[config.mk]
export PLATFORM = sky130hd
export DESIGN_NAME = dcache_fill_ctrl
export DESIGN_NICKNAME = d
export VERILOG_FILES = /design/src/rtl/dcache_fill_ctrl.sv
export SDC_FILE = /design/constraint.sdc
export NUM_CORES = 1
export LEC_CHECK = 0
export CAP_MARGIN = 25
export CELL_PAD_IN_SITES_DETAIL_PLACEMENT = 0
export CELL_PAD_IN_SITES_GLOBAL_PLACEMENT = 1
export CORE_MARGIN = 2
export CORE_UTILIZATION = 25
export DETAILED_ROUTE_END_ITERATION = 6
export PLACE_DENSITY_LB_ADDON = 0.1
export SYNTH_ARGS = -nofsm -noshare
export SYNTH_HDL_FRONTEND = slang
export SYNTH_SLANG_ARGS = --single-unit
[constraint.sdc]
create_clock -name clk -period 1.75 [get_ports clk]
set_input_delay 0.4375 -clock clk [delete_from_list [all_inputs] [get_ports clk]]
set_output_delay 0.4375 -clock clk [all_outputs]
set_load 0.01 [all_outputs]
[src/rtl/dcache_fill_ctrl.sv]
// rtl/dcache_fill_ctrl.sv - dcache line miss handler: dirty victim write-back then line refill
module dcache_fill_ctrl #(
    parameter int DATABITS      = 32,
    parameter int ADDRBITS      = 32,
    parameter int CACHEADDRBITS = 5,
    parameter int LSBITS        = 2,
    parameter int MSBITS        = ADDRBITS - CACHEADDRBITS - LSBITS,
    parameter int CACHESIZE     = 2 ** CACHEADDRBITS
) (
    input  logic                     clk,
    input  logic                     reset_n,
    input  logic                     line_miss,
    input  logic                     line_dirty,
    input  logic [MSBITS-1:0]        line_victim_tag,
    input  logic [ADDRBITS-1:0]      line_mem_addr,
    input  logic [DATABITS-1:0]      line_out,
    input  logic                     dcache_wrreq,
    output logic                     flush_mode,
    output logic                     flush_write,
    output logic [CACHEADDRBITS-1:0] flush_addr,
    output logic                     flush_dirty,
    output logic [DATABITS-1:0]      line_in,
    output logic                     line_in_valid,
    output logic                     mem_req,
    output logic                     mem_we,
    output logic [ADDRBITS-1:0]      mem_addr_o,
    output logic [DATABITS-1:0]      mem_wdata,
    input  logic [DATABITS-1:0]      mem_rdata,
    input  logic                     mem_ack
);

    typedef enum logic [2:0] {IDLE, WB_RD, WB_REQ, FILL_REQ, FILL_GAP, DONE} state_t;

    state_t                   state, state_nxt;
    logic [CACHEADDRBITS-1:0] counter, counter_nxt;
    logic [MSBITS-1:0]        tag_new, tag_old;
    logic                     gap;
    logic                     req_state;
    logic                     ack;
    logic                     last_word;
    logic                     unused_addr_bits;

    assign unused_addr_bits = ^line_mem_addr[ADDRBITS-MSBITS-1:0];

    assign req_state = (state == WB_REQ) || (state == FILL_REQ);
    // gap forces one idle cycle after every completed transfer
    assign mem_req   = req_state && !gap;
    assign ack       = mem_req && mem_ack;
    assign last_word = (counter == CACHEADDRBITS'(CACHESIZE - 1));

    assign flush_mode    = (state != IDLE);
    assign flush_write   = (state == FILL_GAP);
    assign flush_addr    = counter;
    assign line_in_valid = (state == DONE);
    assign mem_we        = (state == WB_REQ);
    assign mem_addr_o    = req_state ? {(state == WB_REQ) ? tag_old : tag_new, counter, {LSBITS{1'b0}}}
                                     : '0;
    // flush_addr is held through WB_REQ, so the line keeps presenting the victim word
    assign mem_wdata     = (state == WB_REQ) ? line_out : '0;

    always_ff @(posedge clk or negedge reset_n) begin
        if (!reset_n) begin
            state       <= IDLE;
            counter     <= '0;
            tag_new     <= '0;
            tag_old     <= '0;
            gap         <= 1'b0;
            flush_dirty <= 1'b0;
            line_in     <= '0;
        end else begin
            state   <= state_nxt;
            counter <= counter_nxt;
            gap     <= ack;
            if (state == IDLE && line_miss) begin
                tag_new     <= line_mem_addr[ADDRBITS-1:ADDRBITS-MSBITS];
                tag_old     <= line_victim_tag;
                flush_dirty <= dcache_wrreq;
            end
            if (state == DONE)
                flush_dirty <= 1'b0;
            if (state == FILL_REQ && ack)
                line_in <= mem_rdata;
        end
    end

    always_comb begin
        state_nxt   = state;
        counter_nxt = counter;
        case (state)
            IDLE: begin
                if (line_miss) begin
                    counter_nxt = '0;
                    state_nxt   = line_dirty ? WB_RD : FILL_REQ;
                end
            end
            WB_RD: state_nxt = WB_REQ;
            WB_REQ: begin
                if (ack) begin
                    if (last_word) begin
                        counter_nxt = '0;
                        state_nxt   = FILL_REQ;
                    end else begin
                        counter_nxt = counter + 1'b1;
                        state_nxt   = WB_RD;
                    end
                end
            end
            FILL_REQ: begin
                if (ack)
                    state_nxt = FILL_GAP;
            end
            FILL_GAP: begin
                if (last_word) begin
                    state_nxt = DONE;
                end else begin
                    counter_nxt = counter + 1'b1;
                    state_nxt   = FILL_REQ;
                end
            end
            DONE: begin
                counter_nxt = '0;
                state_nxt   = IDLE;
            end
            default: state_nxt = IDLE;
        endcase
    end

endmodule

# [Word level (Yosys, flattened, before mapping)]
# Index checks and enable logic that the tools add are counted.
[classes] n_mux=17 n_addsub=1 n_eq_ne=10 n_reduce_logical=12
[op_table] operator="$mux 32" count=2
[op_table] operator="$mux 25" count=1
[op_table] operator="$mux 5" count=4
[op_table] operator="$pmux 5 s4" count=1
[op_table] operator="$pmux 3 s5" count=1
[op_table] operator="$mux 3" count=4
[op_table] operator="$eq 3x2->1 const B" count=2
[op_table] operator="$eq 3x3->1 const B" count=2
[op_table] operator="$ne 2x2->1 const B" count=3
[op_table] operator="$add 5x1->5 const B" count=1
[op_table] operator="$eq 5x5->1 const B" count=1
[op_table] operator="$logic_and 1x1->1" count=4
[op_table] operator="$mux 2" count=2
[op_table] operator="$reduce_and 4->1" count=1
[op_table] operator="$reduce_bool 4->1" count=1
[op_table] operator="$eq 3x1->1 const B" count=1
[op_table] operator="$logic_not 3->1" count=1
[op_table] operator="$reduce_and 3->1" count=1
[op_table] operator="$reduce_bool 3->1" count=1
[op_table] operator="$mux 1" count=2
[op_table] operator="$ne 2x1->1 const B" count=1
[op_table] operator="$reduce_bool 2->1" count=1
[op_table] operator="$logic_not 1->1" count=1
[op_table] operator="$logic_or 1x1->1" count=1
[totals] in_bits=127 register_bits=92 elab_cells=47 out_inout_bits=107

# [Longest topological paths before layout]
[depth] ltp_word=6 ltp_mapped=7 mapped_depth_nobuf=7

# [Worst setup path after synthesis]
# OpenSTA, ideal clock, no wires.
[synth_timing] path_type="flip-flop to flip-flop" from="register counter[0], in the netlist flush_addr[0]" to="register counter[3], in the netlist flush_addr[3]" period_less_slack_ps=1931 path_buffers=0 t_required_ps=1663 arrival_ps=1844 setup_time_ps=87 setup_slack_ps=-181 stages_incl_launch_ff=8 path_cell_list="dfrtp_1 > ha_1 > and3_1 > ha_1 > nand2b_1 > a221oi_2 > or4_1 > o211ai_1"
[synth_via] elab_chain_len=4 elab_cells_between_ends=8 classes_between="add/sub: 1; eq/ne: 2; mux: 4; reduce/logical: 1"
[synth_lines] item="start, declared" line="35" source="logic [CACHEADDRBITS-1:0] counter, counter_nxt;"
[synth_lines] item="start signal, assigned" line="72" source="counter <= counter_nxt;"
[synth_lines] item="$add 5x1->5 / $eq 5x5->1 (equally long branches)" line="103, 116, 49"
[synth_lines] item="$mux 5" line="99" source="if (last_word) begin"
[synth_lines] item="$mux 5" line="98" source="if (ack) begin"
[synth_lines] item="$pmux 5 s4" line="89" source="case (state)"
# Several ways; a longest one is shown, not always the timed one. The select of a mux whose other input is x is not followed.
# A chain may end at the register's enable or synchronous reset.

# [Worst setup path in the final report]
[layout_timing] from="register state[2]" to="output mem_addr_o[24]"
[layout_via] elab_chain_len=3 elab_cells_between_ends=5 classes_between="eq/ne: 2; mux: 2; reduce/logical: 1"
[layout_lines] item="start, declared" line="34" source="state_t state, state_nxt;"
[layout_lines] item="start signal, assigned" line="71" source="state <= state_nxt;"
[layout_lines] item="$eq 3x2->1 (on tied branches)" line="45, 56"
[layout_lines] item="$mux 25 / $logic_or 1x1->1 (equally long branches)" line="56, 45"
[layout_lines] item="$mux 32 (*)" line="56" source="assign mem_addr_o = req_state ? {(state == WB_REQ) ? tag_old : tag_new, counter, {LSBITS{1'b0}}}"
[layout_lines] item="end, declared" line="26" source="output logic [ADDRBITS-1:0] mem_addr_o,"
# Every way passes the cells marked *; elsewhere a longest branch is shown, timed or not.

==> metrics.csv <==
metric;value;unit
area_delta_synth_final;90.5;%
powerDensity;1740;nW/um^2
drcViolationCount;0;
whs;134;ps
grt.overflow.total;0;
postCtsHoldBufs;0;
crit_path_end_kind;output port;
worstPathMaxFanout;27;
crit_required;1310;ps
clockBufferDepth;2;
synth_top_area_cell;dfrtp_1;
seqCellArea;2300;sq um
dp_hpwl;9010;microns
grt_max_degree;93;
wire_per_inst;17.5;microns
final_cell_mix;clkdlybuf4s50_1 (150), dfrtp_1 (90), mux2_4 (82);
postSynth.asyncResetShare;100;%
slew_headroom;66.6;%
cts_inserted_buffers;9;
cts_tree;built;
synth-compound-area-share;2.15;%
arrival;1560;ps
period_minus_slack;2000;ps
clk_pin_slew;60;ps
fmax;0.500;GHz
grt_use_total;16.2;%
synth-seq-cells;92;
insertion_delay;350;ps
fp-row-count;47;
worst_pin_slew;501;ps
multiInputGateArea;2270;sq um
dr.pass1.iters;4;
report.final.slew_viol_count;0;
fp.dieH;134;microns
cts_root_buffer;clkbuf_16;
nets;738;
io_pins;234;
synth_ff_type;dfrtp_1;
hold_class;in2async;
synth_xor_area_share;0.207;%
utilization;48.7;%
synth_area;4240;sq um
die_w;134;microns
synthAdderAreaFrac;0.590;%
gp_congestion;0.703;
ys_warn_count;0;
finalCritPeriodShare;114;%
drt_iter0_drc;94;
seq_area_frac_synth;54.3;%
crit_type;reg2out;
synth_area_leaders;dfrtp_1 (54%), mux2_2 (22%), mux2i_1 (6.4%);
num_vias;3632;
antenna_found_initial;0;
setup_viol;151;
max_cap_violations;0;
grt_pass1_vias;3986;
synthSimpleGateAreaFrac;11.8;%
fillerInstances;1523;
synth_top_family_by_area;multiplexers;
drtAntennaViolNets;0;
syn_area_per_cell;12.8;sq um
synth.mux.area_fraction;28.2;%
drive_gt1_share;42.0;%
synth_cells;332;
coreArea;16600;sq um
hold_viol;0;
cts_htree_levels;3;
setup_tns;-21940;ps
initial_core_util;25.6;%
p_leak;0.00375;uW
yosysTopAreaCellShare;54.3;%
wl;14600;microns
grt_pass1_wl;22200;microns
ys_types;31;
grt_setup_unrepaired;true;
ir_drop;0.794;mV
status;complete, but fails checks;
violations;setup timing;
die_area;18000;sq um
layout.cells.most_common;clkdlybuf4s50_1;
portBuffers;224;
antennaDiodeCount;0;
vias_per_cell;4.35;
critPathLaunchType;flop;
synth-edff-count;0;
fin_ws;-251;ps
clock_skew;6.57;ps
cts_sinks;92;
==> cell type report <==
class / count / area share, %
Clock buffer: 13 / 3.47
Clock inverter: 3 / 0.527
Inverter: 1 / 0.0465
Multi-Input combinational cell: 218 / 28.1
Sequential cell: 92 / 28.5
Tap cell: 220 / 3.41
Timing Repair Buffer: 287 / 35.9
==> path summary, 6_finish.rpt <==
kind	start	cells past startpoint	endpoint	slack, ps
worst max register to register	state[2]	8	flush_addr[3]	-150
worst min-delay path	reset_n	2	line_in[23]	130
min in group clk	line_in[6]	1	line_in[6]	510
worst min register to register	line_in[6]	1	line_in[6]	510
max in group asynchronous	reset_n	2	state[0]	1210
worst max-delay path	state[2]	4	mem_addr_o[24]	-250
==> routing by layer <==
layer,vias up,global-route usage (%),wire (microns)
met5,-,0,0
met4,0,5.79,265
met3,15,4.27,1090
met2,148,28.7,7300
met1,1784,18.9,5970
li1,1685,-,-
==> what timing repair did <==
action / CTS / global route
gates cloned: 11 / 0
pin swaps: 5 / 3
buffers inserted: 15 / 6
gates resized for setup: 364 / 33
setup endpoints to repair: 159 / 156
==> cell usage after synthesis (2+ instances only) <==
cell / instances
and2_1: 39
buf_4: 3
nand2b_1: 4
nand2_1: 8
nor2b_1: 3
dfrtp_1: 92
nor2_1: 29
mux2i_1: 27
mux2_2: 82
ha_1: 2
clkbuf_1: 7
o21ai_0: 6
buf_2: 12
==> worst max-delay path: stages (launching register included) <==
cell             delay, ps
dfrtp_2                450
nand2b_1               190
buf_12                 190
nor2_2                 130
clkdlybuf4s15_2        240
==> state kept, by name, indices dropped and copies added (netlist names) <==
| name | count |
|---|---|
| line_in | 32 |
| flush_addr | 5 |
| state | 3 |
| tag_old | 25 |
| tag_new | 25 |
| flush_dirty | 1 |
| gap | 1 |
==> power breakdown <==
| group | switching [uW] | internal, uW |
|---|---|---|
| Combinational | 3160 | 4980 |
| Clock | 828 | 1260 |
| Sequential | 625 | 3190 |
==> kinds of logic after synthesis <==
kind of cell,count (synthesis)
AO/OA/AOI/OAI,13
XOR/XNOR,1
adder cells (fa/ha/maj),2
buffers and inverters,23
flip-flops,92
multiplexers,109
other,1
AND/OR/NAND/NOR,91
==> metrics by stage <==
| step | total power, uW | instance area, sq um | std cells | worst slack, ps |
|---|---|---|---|---|
| floorplan | 6940 | 4290 | 333 | -47.6 |
| global placement | 10500 | 7010 | 789 | -318 |
| detailed placement | 10600 | 7010 | 789 | -343 |
| CTS | 14000 | 7960 | 831 | -312 |
| global route | 14900 | 8080 | 834 | -351 |
| finish | 14000 | 8080 | 834 | -251 |
Power figures use the tool's default switching activity.
